<file path="config.mk">
export PLATFORM = sky130hd
export DESIGN_NAME = parity_scan_ctrl
export DESIGN_NICKNAME = d
export VERILOG_FILES = /design/src/rtl/parity_scan_ctrl_pkg.sv /design/src/rtl/parity_unit.sv /design/src/rtl/parity_scan_ctrl.sv
export SDC_FILE = /design/constraint.sdc
export NUM_CORES = 1
export LEC_CHECK = 0
export ABC_AREA = 1
export BUFFER_PORTS_ARGS = -buffer_cell sky130_fd_sc_hd__buf_2
export CORE_ASPECT_RATIO = 0.5
export CORE_MARGIN = 10
export CORE_UTILIZATION = 54
export DETAILED_ROUTE_END_ITERATION = 10
export GPL_TIMING_DRIVEN = 0
export HOLD_SLACK_MARGIN = 0.02
export PLACE_DENSITY = 0.87
export SETUP_SLACK_MARGIN = 0.1
export SLEW_MARGIN = 5
export SYNTH_ARGS = -nofsm -noshare
export SYNTH_HDL_FRONTEND = slang
export SYNTH_SLANG_ARGS = --single-unit
</file>
<file path="constraint.sdc">
create_clock -name clk -period 2.2 [get_ports clk]
set_clock_uncertainty 0.15 [all_clocks]
set_input_delay 0.33 -clock clk [delete_from_list [all_inputs] [get_ports clk]]
set_output_delay 0.33 -clock clk [all_outputs]
set_load 0.02 [all_outputs]
</file>
<file path="src/rtl/parity_scan_ctrl_pkg.sv">
// Shared types and constants for the parity scan controller.
// Holds the FSM state encoding, the parity-sense constants and the default field width.
package parity_scan_ctrl_pkg;

   typedef enum logic [1:0] {
      IDLE = 2'd0,
      RUN  = 2'd1,
      DONE = 2'd2
   } state_t;

   localparam logic PAR_EVEN = 1'b0;
   localparam logic PAR_ODD  = 1'b1;

   localparam int LEN_W_DEF = 8;

endpackage

</file>
<file path="src/rtl/parity_unit.sv">
// Combinational parity check of one 32-bit word plus its transmitted parity bit.
// Flags the word when the 33-bit parity does not match the requested sense.
module parity_unit
   import parity_scan_ctrl_pkg::*;
(
   input  logic [31:0] data,
   input  logic        par,
   input  logic        mode,
   output logic        fail
);

   logic odd_ones;

   assign odd_ones = (^data) ^ par;
   assign fail     = (odd_ones ? PAR_ODD : PAR_EVEN) != mode;

endmodule

</file>
<file path="src/rtl/parity_scan_ctrl.sv">
// Burst parity scanner: accepts len words after start, counts parity failures
// and records the index of the first failing word; results hold until the next start.
module parity_scan_ctrl
   import parity_scan_ctrl_pkg::*;
#(
   parameter int LEN_W = LEN_W_DEF
) (
   input  logic             clk,
   input  logic             rst_n,
   input  logic             start,
   input  logic             mode,
   input  logic [LEN_W-1:0] len,
   input  logic             in_valid,
   input  logic [31:0]      in_data,
   input  logic             in_par,
   output logic             in_ready,
   output logic             busy,
   output logic             done,
   output logic [LEN_W-1:0] err_cnt,
   output logic             err_flag,
   output logic [LEN_W-1:0] first_err_idx
);

   localparam logic [LEN_W-1:0] ONE = {{(LEN_W-1){1'b0}}, 1'b1};

   state_t           state;
   state_t           state_next;
   logic             mode_q;
   logic [LEN_W-1:0] len_q;
   logic [LEN_W-1:0] idx;
   logic             accept;
   logic             word_fail;
   logic             last_word;
   logic             start_ok;

   parity_unit u_parity (
      .data (in_data),
      .par  (in_par),
      .mode (mode_q),
      .fail (word_fail)
   );

   assign in_ready  = (state == RUN);
   assign busy      = (state == RUN);
   assign done      = (state == DONE);
   assign accept    = in_valid & in_ready;
   assign last_word = (idx == len_q - ONE);
   assign start_ok  = (state == IDLE) & start;

   always_comb begin
      state_next = state;
      case (state)
         IDLE: begin
            if (start) begin
               state_next = (len != '0) ? RUN : DONE;
            end
         end
         RUN: begin
            if (accept && last_word) begin
               state_next = DONE;
            end
         end
         DONE:    state_next = IDLE;
         default: state_next = IDLE;
      endcase
   end

   always_ff @(posedge clk or negedge rst_n) begin
      if (!rst_n) begin
         state <= IDLE;
      end else begin
         state <= state_next;
      end
   end

   // Burst context is captured only on an accepted start, so pin changes mid-burst are invisible.
   always_ff @(posedge clk or negedge rst_n) begin
      if (!rst_n) begin
         mode_q        <= PAR_EVEN;
         len_q         <= '0;
         idx           <= '0;
         err_cnt       <= '0;
         err_flag      <= 1'b0;
         first_err_idx <= '0;
      end else if (start_ok) begin
         mode_q        <= mode;
         len_q         <= len;
         idx           <= '0;
         err_cnt       <= '0;
         err_flag      <= 1'b0;
         first_err_idx <= '0;
      end else if (accept) begin
         idx <= idx + ONE;
         if (word_fail) begin
            if (err_cnt != '1) begin
               err_cnt <= err_cnt + ONE;
            end
            if (!err_flag) begin
               err_flag      <= 1'b1;
               first_err_idx <= idx;
            end
         end
      end
   end

endmodule
</file>
Word level (Yosys, flattened, before mapping)
Index checks and enable logic that the tools add are counted.

Output and inout port bits: 20. Register bits: 36. Input port bits: 46. Word-level logic and storage cells: 50.

Reduce and logical (&&, ||, !) cells: 11. Multiplexer cells: 18. Equal/unequal tests: 8. Add/sub/neg operators: 3. Bitwise operators: 3.

Operators with widths (number): 2-to-1 mux 8 bit (10); parity 32 bit (1); adder 8 x 1 -> 8 bit, second input constant (2); == test 8 bit (1); inequality test 8 bit, second input constant (1); nonzero test 8 bit (1); subtractor 8 x 1 -> 8 bit, second input constant (1); 2-to-1 mux 2 bit (3); AND reduction 3 bit (2); nonzero test 2 bit (3); 2-to-1 mux 1 bit (4); inequality test 2 x 1 -> 1 bit, second input constant (2); case mux 2 bit (2 select lines) (1); AND reduction 2 bit (2); bitwise AND 1 bit (2); == test 2 x 1 -> 1 bit, second input constant (1); == test 2 bit, second input constant (1); zero test 2 bit (1); inequality test 2 bit, second input constant (1); logical AND 1 bit (1); inequality test 1 bit (1); XOR 1 bit (1).

Depth between registers and ports, before layout
Gate-level depths: netlist (run 1).

Depth after elaboration: 7. Depth in mapped cells: 17.

By module
From an unflattened synthesis (run 1), not the netlist that was laid out.

Cell total of the unflattened synthesis: 416. Area total of the unflattened synthesis: 2698.8 sq um.

Modules (own cells, without submodules): parity_scan_ctrl (cells each 247, area an instance 1965.6 sq um, instances 1, sequential area each 900.9 sq um); parity_unit (cells each 169, area an instance 733.2 sq um, instances 1, sequential area each 0.0 sq um).

Worst setup path before layout (run 1)
Ideal clock, no wire load.

Path type: reg2reg. Start: register err_cnt[0]. End: register err_cnt[0]. Stages on the path, launching flop included: 8. Path buffers: 0. Slack: 0.376 ns. Required time: 1.984 ns. Data arrival time: 1.609 ns. Cell sequence: dfrtp_1 > ha_1 > nand3_1 > nor3b_1 > nand2_1 > nand4_1 > nand3_1 > nand2_1.

Longest elaborated chain between the ends: 5. Elaborated cells on any way between the ends: 8.

Ends and longest elaborated chain: start, declared (RTL line parity_scan_ctrl.sv:19) `output logic [LEN_W-1:0] err_cnt,`; start signal, assigned (RTL line parity_scan_ctrl.sv:96) `err_cnt <= err_cnt + ONE;`; adder 8 x 1 -> 8 bit (RTL line parity_scan_ctrl.sv:96); 2-to-1 mux 8 bit (RTL line parity_scan_ctrl.sv:95) `if (err_cnt != '1) begin`; 2-to-1 mux 8 bit (RTL line parity_scan_ctrl.sv:94) `if (word_fail) begin`; 2-to-1 mux 8 bit (RTL line parity_scan_ctrl.sv:92) `end else if (accept) begin`; 2-to-1 mux 8 bit (RTL line parity_scan_ctrl.sv:85) `end else if (start_ok) begin`.

Several ways; a longest one is shown, not always the timed one. The select of a mux whose other input is x is not followed. A chain may end at the register's enable or synchronous reset.

Worst setup path after layout (run 1)
Start: register len_q[2]. End: register state[0].

Longest elaborated chain between the ends: 5.

Ends and longest elaborated chain: start, declared (RTL line parity_scan_ctrl.sv:29) `logic [LEN_W-1:0] len_q;`; start signal, assigned (RTL line parity_scan_ctrl.sv:87) `len_q <= len;`; subtractor 8 x 1 -> 8 bit (RTL line parity_scan_ctrl.sv:47) `assign last_word = (idx == len_q - ONE);`; == test 8 bit (RTL line parity_scan_ctrl.sv:47); logical AND 1 bit (RTL line parity_scan_ctrl.sv:59) `if (accept && last_word) begin`; inequality test 2 x 1 -> 1 bit (no line); AND reduction 2 bit (no line); end signal, assigned (RTL line parity_scan_ctrl.sv:72) `state <= state_next;`; end, declared (RTL line parity_scan_ctrl.sv:26) `state_t state;`.

Every way passes these cells.

==> results of run 1 <==
state kept, by name (all words and copies together), names as in the netlist:
signal         count
mode_q             1
len_q              8
err_flag           1
state              2
first_err_idx      8
err_cnt            8
idx                8
cell families after synthesis:
| group | Yosys count |
|---|---|
| xor gates and xnor gates | 19 |
| buffers and inverters | 66 |
| adders and majority gates | 3 |
| DFF | 36 |
| AOI/OAI and AO/OA | 21 |
| and+or+nand+nor | 311 |
metal layers:
metal	part of all wire	vias to the layer above	track usage
met5	0	-	0
met1	0.44	1268	0.177
li1	-	1566	-
met2	0.48	58	0.255
met4	0.014	0	0.0407
met3	0.062	7	0.0412
metrics by stage:
step	area, µm²	worst slack, ps
floorplan	2790	376
global placement	3210	180
detailed placement	3210	101
CTS	3330	230
global route	3340	107
finish	3340	303
placed cells by master (no fill, tap or decap), drive strengths merged:
cell type and n:
dfrtp 36, a31oi 1, and3 1, xnor2 6, inv 59, clkinvlp 1, nor3 7, nor4 1
xor2 13, nor2 24, or2 1, nand3b 2, ha 3, nor3b 1, clkbuf 9, nand3 37
nand4 10, clkinv 2, dlygate4sd3 1, o21a 1, bufinv 1, a21oi 5, o21ai 14, nand2 227
buf 67
worst register-to-register path, cell delays in order (launching register included):
cell and delay, ps:
dfrtp_1 430, nor2_1 140, nand2_1 80, or2_2 300
nor4_1 240, xor2_1 110, nor2_1 90, nand3_1 90
nand2_1 70, o21ai_0 70
path summary, 6_finish.rpt:
| kind | to | slack (ps) |
|---|---|---|
| max reg2reg | state[0] | 300 |
| min in group asynchronous | err_cnt[6] | 520 |
| min | mode_q | 110 |
| min reg2reg | first_err_idx[3] | 340 |
| max in group asynchronous | err_cnt[7] | 870 |
| max | state[0] | 300 |
power groups by stage:
stage	Clock (mW)	Combinational (mW)	Sequential, mW
2_1_floorplan	0	0.901	1.02
3_3_place_gp	0	1.23	0.994
3_5_place_dp	0	1.26	0.997
4_1_cts	0.595	1.28	0.990
5_1_grt	0.633	1.45	1.02
6_report	0.592	1.27	0.993
layout make-up:
type,count,area (µm²),area share
Tap cell,70,87.6,0.0263
Buffer,6,33.8,0.0101
Clock inverter,3,46.3,0.0139
Multi-Input combinational cell,354,1640,0.491
Clock buffer,5,68.8,0.0206
Timing Repair Buffer,66,335,0.101
Inverter,60,225,0.0675
Sequential cell,36,901,0.270
timing repair:
action,4_1_cts,5_1_grt
hold endpoints to repair,36,0
setup endpoints to repair,0,8
hold buffers,1,0
setup buffers,0,0
resized for setup,0,1
==> impl_results.md, run 1 <==
- Count of mapped cells out of synthesis: 456
- Yosys reg bits: 36
- Instance count along the most critical hold path: 3
- Global route overflow: 0
- Clock network latency to the later pin of the worst-skew pair: 290 ps
- Reg power frac: 0.348
- Reg2reg path depth: 9
- Initial DRC Count: 138
- P per Cell Area: 857 mW/mm²
- Cell at the slowest stage of the critical path: dfrtp_1
- Number of H-tree levels: 2
- Share of synthesized area spent on multiplexers: 0
- Top cells by area, synth: dfrtp_1 (32%), nand2_1 (29%), inv_1 (7.0%), nand3_1 (6.5%), xor2_1 (4.1%)
- Clock transition time at the flip-flop clock pins of the worst setup and hold paths: 80 ps
- Simple-gate area share of the yosys netlist: 0.473
- Part of the power in the clock network: 0.207
- Summed negative setup slack over all endpoints: 0 ps
- Kind of start point of the critical path: flop
- Share of synthesized area occupied by flip-flops and latches: 0.323
- Cell Area, Synth: 0.00279 mm²
- Post-route worst hold slack: 106 ps
- Max IR drop VDD: 0.507 mV
- Stage delay of the slowest cell on the critical path: 430 ps
- Cell internal power dissipation: 1.64 mW
- Die extent in x: 122 µm
- Syn avg cell area: 6.12 µm²
- Post-synthesis cell type with the largest combined area: dfrtp_1
- Commonest cells post-synth: nand2_1 (216), inv_1 (52), dfrtp_1 (36), nand3_1 (36), nor2_1 (21)
- Final period util: 0.862
- Placeable Area: 0.00495 mm²
- Unique cell type count in the Yosys netlist: 29
- # nets final: 578
- Peak fanout along the critical path: 4
- Filler cell count in the final layout: 461
- Clk sinks: 36
- Number of cells in the finished layout apart from fillers: 600
- Bufs on Longest Clock Path: 2
- Via count of the routed design: 2899
- CP Launch Point: len_q[2]
- Final critical path time including I/O delays and setup: 1900 ps
- Vias in the first global route: 2582
- TritonCTS clock tree: done
- Warnings, synthesis: 0
- Run status: finished, final reports clean
- Post-synthesis to final-layout area growth: 19.4%
- Synthesized-area fraction occupied by ao, oa, aoi and oai cells: 0.0390
- CP Buf/Inv Count: 0
- Global-route wire length before repair: 11000 µm
- Drt wl/cell: 10.7 µm
- Cell leakage power: 2.04 nW
- Final setup violation count: 0
- Die height: 70.9 µm
- Routability congestion estimate from global placement: 0.814
- Final wirelength: 6400 µm
- Pre-Repair DR Iteration Count: 4
- Normalized max-slew margin: 0.475
- Most used DFF post-synth: dfrtp_1
- Timing-limited maximum frequency: 527 MHz
- Series of cell instances along the critical path: nor2_1, nand2_1, or2_2, nor4_1, xor2_1, nor2_1, nand3_1, nand2_1, o21ai_0
- Adder-Cell Fraction of Synth Area: 0.0134
- Number of max-cap violations: 0
- Final Slew Violations: 0
- TritonCTS buffer count: 5
- Part of the total power dissipated in combinational logic: 0.445
- Setup repair after global routing missed its margin: false
- Fraction of registers with async set or reset after synthesis: 1.00
- CP delay by family, top: simple AND/OR/NAND/NOR gates
- Power spent charging and discharging nets: 1.22 mW
- Fraction of synthesized cell area taken by the top area cell type: 0.323
- Critical hold path startpoint: mode
- Final hold violation count: 0
- Layout cell share with drive strength beyond 1: 0.187
- Required time worst endpoint: 2210 ps
- Most common cell in the netlist: nand2_1
- Arrival time of the worst setup path: 1900 ps
- Number of top-level design ports: 66
- Post-detailed-route count of antenna-violating nets: 0
- Setup CP Type: reg2reg
- CTS Root Buffer Type: clkbuf_8
- Site row count: 18
- Path category of the worst min-delay check: in2reg
- Gr usage total: 0.148
- Number of vias per cell after detailed routing: 4.83
- Levels on crit path: 9
- Net count of the mapped netlist: 505
- Starting utilization of the core area: 0.564
- Dominant combinational cell family by area after synthesis: simple AND/OR/NAND/NOR gates
- Sort of element at the end of the critical path: flop
- # placed instances: 591
- Input/output buffers: 65
- Total DRC errors in the routed layout: 0
- Initial antenna violation count: 0
- Antenna cells: 0
- Full die area: 0.00862 mm²
- Number of synthesized flops with an enable pin: 0
- Utilization after layout: 0.673
- Reg-to-reg startpoint: len_q[2]
- Hpwl dp: 5060 µm
- Largest net degree at the start of global routing: 37
- Post-Synth XOR/XNOR Area: 0.0596
- Switching part of the total power: 0.427
- Total Power: 2.86 mW
- Slew at the pin with the worst max-slew slack: 787 ps
Note: power is estimated with default switching activity, not from simulation.
==> inputs of run 2 (changes only) <==
--- a/config.mk
+++ b/config.mk
@@ -9,11 +9,11 @@
 export BUFFER_PORTS_ARGS = -buffer_cell sky130_fd_sc_hd__buf_2
 export CORE_ASPECT_RATIO = 0.5
 export CORE_MARGIN = 10
-export CORE_UTILIZATION = 54
+export CORE_UTILIZATION = 49
 export DETAILED_ROUTE_END_ITERATION = 10
 export GPL_TIMING_DRIVEN = 0
 export HOLD_SLACK_MARGIN = 0.02
-export PLACE_DENSITY = 0.87
+export PLACE_DENSITY = 0.84
 export SETUP_SLACK_MARGIN = 0.1
 export SLEW_MARGIN = 5
 export SYNTH_ARGS = -nofsm -noshare
==> constraint.sdc (replaced) <==
create_clock -name clk -period 1.6 [get_ports clk]
set_clock_uncertainty 0.15 [all_clocks]
set_input_delay 0.24 -clock clk [delete_from_list [all_inputs] [get_ports clk]]
set_output_delay 0.24 -clock clk [all_outputs]
set_load 0.02 [all_outputs]
==> run 2 against run 1 <==
The flow now finishes with violations (setup timing). Global-route usage is 2.6 points higher. Core utilization is 14 points higher. Final cell count is 6.7% higher. Non-clock buffer count is 36 higher. Via count is 18% higher. First-iteration DRC count is 67% higher. Sequential power is 45% higher. Final area is 33% higher. Combinational power is 150% higher. Worst setup slack worse by 480 ps. Die area is 7.9% higher.
==> impl_results.md, run 2 (synthesis gave the netlist of run 1 again) <==
- Run status: finished, violations left
- Violated checks: setup timing
- Antenna cells: 0 (unchanged)
- Final Slew Violations: 0 (unchanged)
- Final critical path time including I/O delays and setup: 1780 ps (-116 ps)
- Part of the power in the clock network: 0.181 (-0.026)
- Via count of the routed design: 3407 (+18%)
- Initial antenna violation count: 0 (unchanged)
- Final setup slack of the worst path: -181 ps (-484 ps)
- Final period util: 1.11 (+0.251)
- Hpwl dp: 5230 µm (+3.2%)
- CTS Root Buffer Type: clkbuf_16
- Reg power frac: 0.259 (-0.089)
- Die extent in x: 127 µm (+4.2%)
- Site row count: 19 (+1)
- Number of H-tree levels: 2 (unchanged)
- Die height: 73.4 µm (+3.6%)
- Final hold violation count: 0 (unchanged)
- Post-detailed-route count of antenna-violating nets: 0 (unchanged)
- Layout cell share with drive strength beyond 1: 0.494 (+0.307)
- Post-synthesis to final-layout area growth: 59.0%
- Vias in the first global route: 3128 (+21%)
- Cell leakage power: 2.43 nW (+19%)
- Cell internal power dissipation: 3.15 mW (+92%)
- Input/output buffers: 65 (unchanged)
- Highest-count cells in the layout ignoring fill and taps: nand2_1 (148), nand2_2 (72), buf_6 (37)
- Pre-Repair DR Iteration Count: 8 (+4)
- TritonCTS buffer count: 5 (unchanged)
- Most frequent standard cell in the layout excluding fill and tap cells: nand2_1
- Global-route wire length before repair: 13800 µm (+25%)
- Utilization after layout: 0.808 (+0.135)
- # placed instances: 594 (+0.51%)
- Clk sinks: 36 (unchanged)
- Starting utilization of the core area: 0.509 (-0.0551)
- Max IR drop VDD: 1.25 mV (+150%)
- Path category of the worst min-delay check: in2reg
- Final wirelength: 9880 µm (+54%)
- Final setup violation count: 25 (+25)
- Part of the total power dissipated in combinational logic: 0.561 (+0.116)
- Clock transition time at the flip-flop clock pins of the worst setup and hold paths: 60 ps (-20 ps)
- Sort of element at the end of the critical path: flop
- Global route overflow: 0 (unchanged)
- Initial DRC Count: 230 (+67%)
- Drt wl/cell: 15.4 µm (+45%)
- Number of vias per cell after detailed routing: 5.32 (+10%)
- Required time worst endpoint: 1620 ps (-590 ps)
- P per Cell Area: 1250 mW/mm² (+46%)
- Timing-limited maximum frequency: 562 MHz (+6.5%)
- Number of top-level design ports: 66 (unchanged)
- Normalized max-slew margin: 0.446 (-0.0299)
- Largest net degree at the start of global routing: 37 (unchanged)
- Setup repair after global routing missed its margin: true
- Number of cells in the finished layout apart from fillers: 640 (+6.7%)
- Clock network latency to the later pin of the worst-skew pair: 280 ps (about the same)
- TritonCTS clock tree: done
- Peak fanout along the critical path: 6 (+2)
- Summed negative setup slack over all endpoints: -1800 ps (-1800 ps)
- Setup CP Type: reg2reg
- Placeable Area: 0.00549 mm² (+11%)
- # nets final: 615 (+6.4%)
- Power spent charging and discharging nets: 2.42 mW (+98%)
- Number of max-cap violations: 0 (unchanged)
- Gr usage total: 0.174 (+0.0257)
- Switching part of the total power: 0.435 (+0.00731)
- Total DRC errors in the routed layout: 0 (unchanged)
- Full die area: 0.00930 mm² (+7.9%)
- Slew at the pin with the worst max-slew slack: 832 ps (+44.8 ps)
- Arrival time of the worst setup path: 1800 ps (-100 ps)
- Bufs on Longest Clock Path: 2 (unchanged)
- Kind of start point of the critical path: flop
- Total Power: 5.57 mW (+95%)
- Routability congestion estimate from global placement: 0.811 (-0.36%)
==> run 2: cell count changes in the layout (fill, tap and decap cells not counted), sizes merged <==
cell / delta
buf: +37
bufinv: -1
dlygate4sd3: +1
inv: -1
nand2: +1
==> run 2: power groups by stage <==
stage          Combinational (mW)  Sequential [mW]  Clock (mW)
2_1_floorplan                1.30             1.44           0
3_3_place_gp                 1.76             1.41           0
3_5_place_dp                 1.80             1.41           0
4_1_cts                      2.44             1.38       0.987
5_1_grt                      3.35             1.46        1.04
6_report                     3.12             1.44        1.01
==> run 2: layout make-up <==
cell class              instances  area [µm²]
plain buffers                   6        72.6
clock buffers                   7         143
clock inverters                 1        7.51
fillers                       333        1050
inverters                      60         245
multi-input cells             355        2140
flip-flops and latches         36         905
well taps                      73        91.3
repair buffers                102         837
==> run 2: per-layer routing <==
metal	part of all wire	vias to the layer above	wire length [µm]	track usage
met2	0.51	154	5070	0.320
li1	-	1638	-	-
met1	0.39	1588	3820	0.192
met5	0	-	0	0
met3	0.076	27	756	0.0459
met4	0.024	0	235	0.0602
==> run 2: through the flow <==
stage	hold slack [ps]	instance area, µm²	setup WS [ps]
2_1_floorplan	-206	2860	-18.0
3_3_place_gp	214	3280	-353
3_5_place_dp	223	3280	-394
4_1_cts	87.2	4010	-108
5_1_grt	95.4	4440	-322
6_report	87.9	4440	-181
==> run 2: worst max-delay path: stages, from the launching register on <==
cell and delay [ps]:
dfrtp_1 460, inv_2 80, nor2_4 150, nand2_4 120, nor3_4 210, nand2_1 80, nor2_2 150, nand2_1 90
o21ai_1 130, a21oi_1 50
==> run 2: worst paths after layout <==
check	startpoint	cells after the start	to	slack, ps
worst min register to register	first_err_idx[6]	2	first_err_idx[6]	350
min in group asynchronous	rst_n	2	err_cnt[3]	470
worst max register to register	state[0]	9	idx[6]	-180
worst max-delay path	state[0]	9	idx[6]	-180
max in group asynchronous	rst_n	2	idx[0]	250
worst min-delay path	len[5]	3	len_q[5]	90
==> run 2: what timing repair did <==
item / CTS / global route
hold buffers: 2 / 0
cloned: 1 / 3
pin swaps: 63 / 79
endpoints found under the setup margin: 36 / 38
buffers inserted: 22 / 11
gates resized for setup: 127 / 108
hold endpoints to repair: 37 / 0
==> inputs of run 3 (changes only) <==
--- a/config.mk
+++ b/config.mk
@@ -10,6 +10,7 @@
 export CORE_ASPECT_RATIO = 0.5
 export CORE_MARGIN = 10
 export CORE_UTILIZATION = 49
+export CTS_CLUSTER_SIZE = 25
 export DETAILED_ROUTE_END_ITERATION = 10
 export GPL_TIMING_DRIVEN = 0
 export HOLD_SLACK_MARGIN = 0.02
==> constraint.sdc (replaced) <==
create_clock -name clk -period 1.43 [get_ports clk]
set_clock_uncertainty 0.15 [all_clocks]
set_input_delay 0.2145 -clock clk [delete_from_list [all_inputs] [get_ports clk]]
set_output_delay 0.2145 -clock clk [all_outputs]
set_load 0.02 [all_outputs]
==> run 3 against run 2 <==
The flow finishes with violations (hold timing, setup timing). Fmax fell by 7.7%. Worst setup slack got worse by 320 ps. Sequential share of layout area fell by 2.0 points. Die area did not move. Non-clock buffer count rose by 2. Clock power rose by 30%. Via count rose by 11%. Critical endpoint is now state[0]. Highest routed layer unchanged.
==> impl_results.md, run 3 (synthesis gave the netlist of run 1 again) <==
- Most frequent standard cell in the layout excluding fill and tap cells: nand2_2
- Reg-to-reg startpoint: len_q[1]
- Hold-fix buffers at CTS: 1 (-1)
- Normalized max-slew margin: 0.432 (-0.0137)
- Sort of element at the end of the critical path: flop
- Largest net degree at the start of global routing: 37 (unchanged)
- Pre-Repair DR Iteration Count: 5 (-3)
- Die extent in x: 127 µm (unchanged)
- Gr usage total: 0.162 (-0.0117)
- Final setup violation count: 39 (+56%)
- Final setup slack of the worst path: -499 ps (-318 ps)
- Number of top-level design ports: 66 (unchanged)
- Path category of the worst min-delay check: in2async
- P per Cell Area: 1440 mW/mm² (+15%)
- Slew at the pin with the worst max-slew slack: 852 ps (+20.5 ps)
- Die height: 73.4 µm (unchanged)
- Clock network latency to the later pin of the worst-skew pair: 290 ps (about the same)
- Site row count: 19 (unchanged)
- Required time worst endpoint: 1450 ps (-170 ps)
- Starting utilization of the core area: 0.509 (unchanged)
- Post-route worst hold slack: -117 ps (-205 ps)
- Via count of the routed design: 3781 (+11%)
- Violated checks: hold timing, setup timing
- Drt wl/cell: 19.9 µm (+29%)
- Final critical path time including I/O delays and setup: 1930 ps (+148 ps)
- Total placed instance area: 0.00334 mm² (+1.8%)
- Final wirelength: 12800 µm (+29%)
- Run status: finished, violations left
- Layout cell share with drive strength beyond 1: 0.634 (+0.141)
- Number of vias per cell after detailed routing: 5.89 (+11%)
- Worst slack after detailed placement: -554 ps (-160 ps)
- Max IR drop VDD: 1.62 mV (+30%)
- Post-synthesis to final-layout area growth: 77.0%
- Clk sinks: 36 (unchanged)
- Initial DRC Count: 448 (+95%)
- Number of cells in the finished layout apart from fillers: 642 (+0.31%)
- Clock transition time at the flip-flop clock pins of the worst setup and hold paths: 60 ps (about the same)
- CP Launch Point: len_q[1]
- Setup repair after global routing missed its margin: true
- Initial antenna violation count: 0 (unchanged)
- # nets final: 617 (+0.33%)
- Arrival time of the worst setup path: 1950 ps (+150 ps)
- Summed area of non-filler cells in the final layout: 0.00494 mm² (+11%)
- Number of H-tree levels: 2 (unchanged)
- Antenna cells: 0 (unchanged)
- Setup slack on the worst flop-to-flop path: -500 ps (-320 ps)
- Global route overflow: 0 (unchanged)
- Vias in the first global route: 2954 (-5.6%)
- Setup CP Type: reg2reg
- TritonCTS clock tree: done
- Hpwl dp: 5220 µm (-0.17%)
- Post-detailed-route count of antenna-violating nets: 0 (unchanged)
- Cell leakage power: 2.56 nW (+5.4%)
- Placeable Area: 0.00549 mm² (unchanged)
- Final Slew Violations: 0 (unchanged)
- Full die area: 0.00930 mm² (unchanged)
- Final period util: 1.35 (+0.236)
- Kind of start point of the critical path: flop
- Highest-count cells in the layout ignoring fill and taps: nand2_2 (121), nand2_1 (84), buf_6 (42)
- Peak fanout along the critical path: 3 (-3)
- Number of max-cap violations: 0 (unchanged)
- Final hold violation count: 36 (+36)
- Input/output buffers: 65 (unchanged)
- Bufs on Longest Clock Path: 2 (unchanged)
- Timing-limited maximum frequency: 519 MHz (-7.7%)
- Total DRC errors in the routed layout: 0 (unchanged)
- Global-route wire length before repair: 12800 µm (-7.2%)
- Routability congestion estimate from global placement: 0.821 (+1.2%)
- CTS Root Buffer Type: clkbuf_16
- TritonCTS buffer count: 5 (unchanged)
- # placed instances: 594 (unchanged)
run 3: changes by cell type in the layout (fill, tap and decap cells not counted), sizes merged:
cell | before | now
clkbuf | 9 | 7
bufinv | 0 | 1
buf | 104 | 107
dlygate4sd3 | 2 | 1
clkinv | 2 | 3
run 3: repair_timing:
item | CTS | global route
buffers inserted | 20 | 15
pin swaps | 70 | 129
resized for setup | 108 | 247
setup endpoints to repair | 39 | 44
endpoints found under the hold margin | 37 | 36
cloned | 1 | 4
run 3: final timing paths:
| kind | to | cells after the start |
|---|---|---|
| max in group asynchronous | err_cnt[5] | 1 |
| min in group clk | len_q[7] | 3 |
| worst min register to register | first_err_idx[5] | 2 |
| worst max-delay path | state[0] | 10 |
| worst max register to register | state[0] | 10 |
| worst min-delay path | err_cnt[0] | 1 |
run 3: layer usage:
layer	GRT usage	part of all wire
met5	0	0
met4	0.0427	0.056
met3	0.0409	0.083
met2	0.305	0.50
met1	0.180	0.36
run 3: power by group:
group / leakage (nW) / switching (mW) / internal (mW)
Clock: 0.0798 / 0.485 / 0.820
Combinational: 2.01 / 2.33 / 1.89
Sequential: 0.471 / 0.318 / 1.27
run 3: metrics by stage:
stage,setup TNS [ps],utilization,total power [mW]
after global placement,-10310,0.608,3.60
after CTS,-2200,0.729,5.53
after floorplan,-3080,-,3.11
after detailed placement,-11100,0.608,3.67
final,-9810,0.900,7.12
after global routing,-11480,0.900,7.32
run 3: cell type report:
cell class / count / area [µm²]
Buffer: 6 / 76.3
Clock buffer: 5 / 125
Clock inverter: 3 / 42.5
Fill cell: 237 / 549
Inverter: 60 / 308
Multi-Input combinational cell: 355 / 2410
Sequential cell: 36 / 908
Tap cell: 73 / 91.3
Timing Repair Buffer: 104 / 982
run 3: critical path, cell delays in order (launching register included):
cell	delay, ps
dfrtp_1	420
inv_2	120
ha_4	170
nand2_2	70
nor3_2	210
xor2_1	210
o21ai_1	110
nor2_1	140
nand3_2	90
nand2_1	70
o21ai_1	50
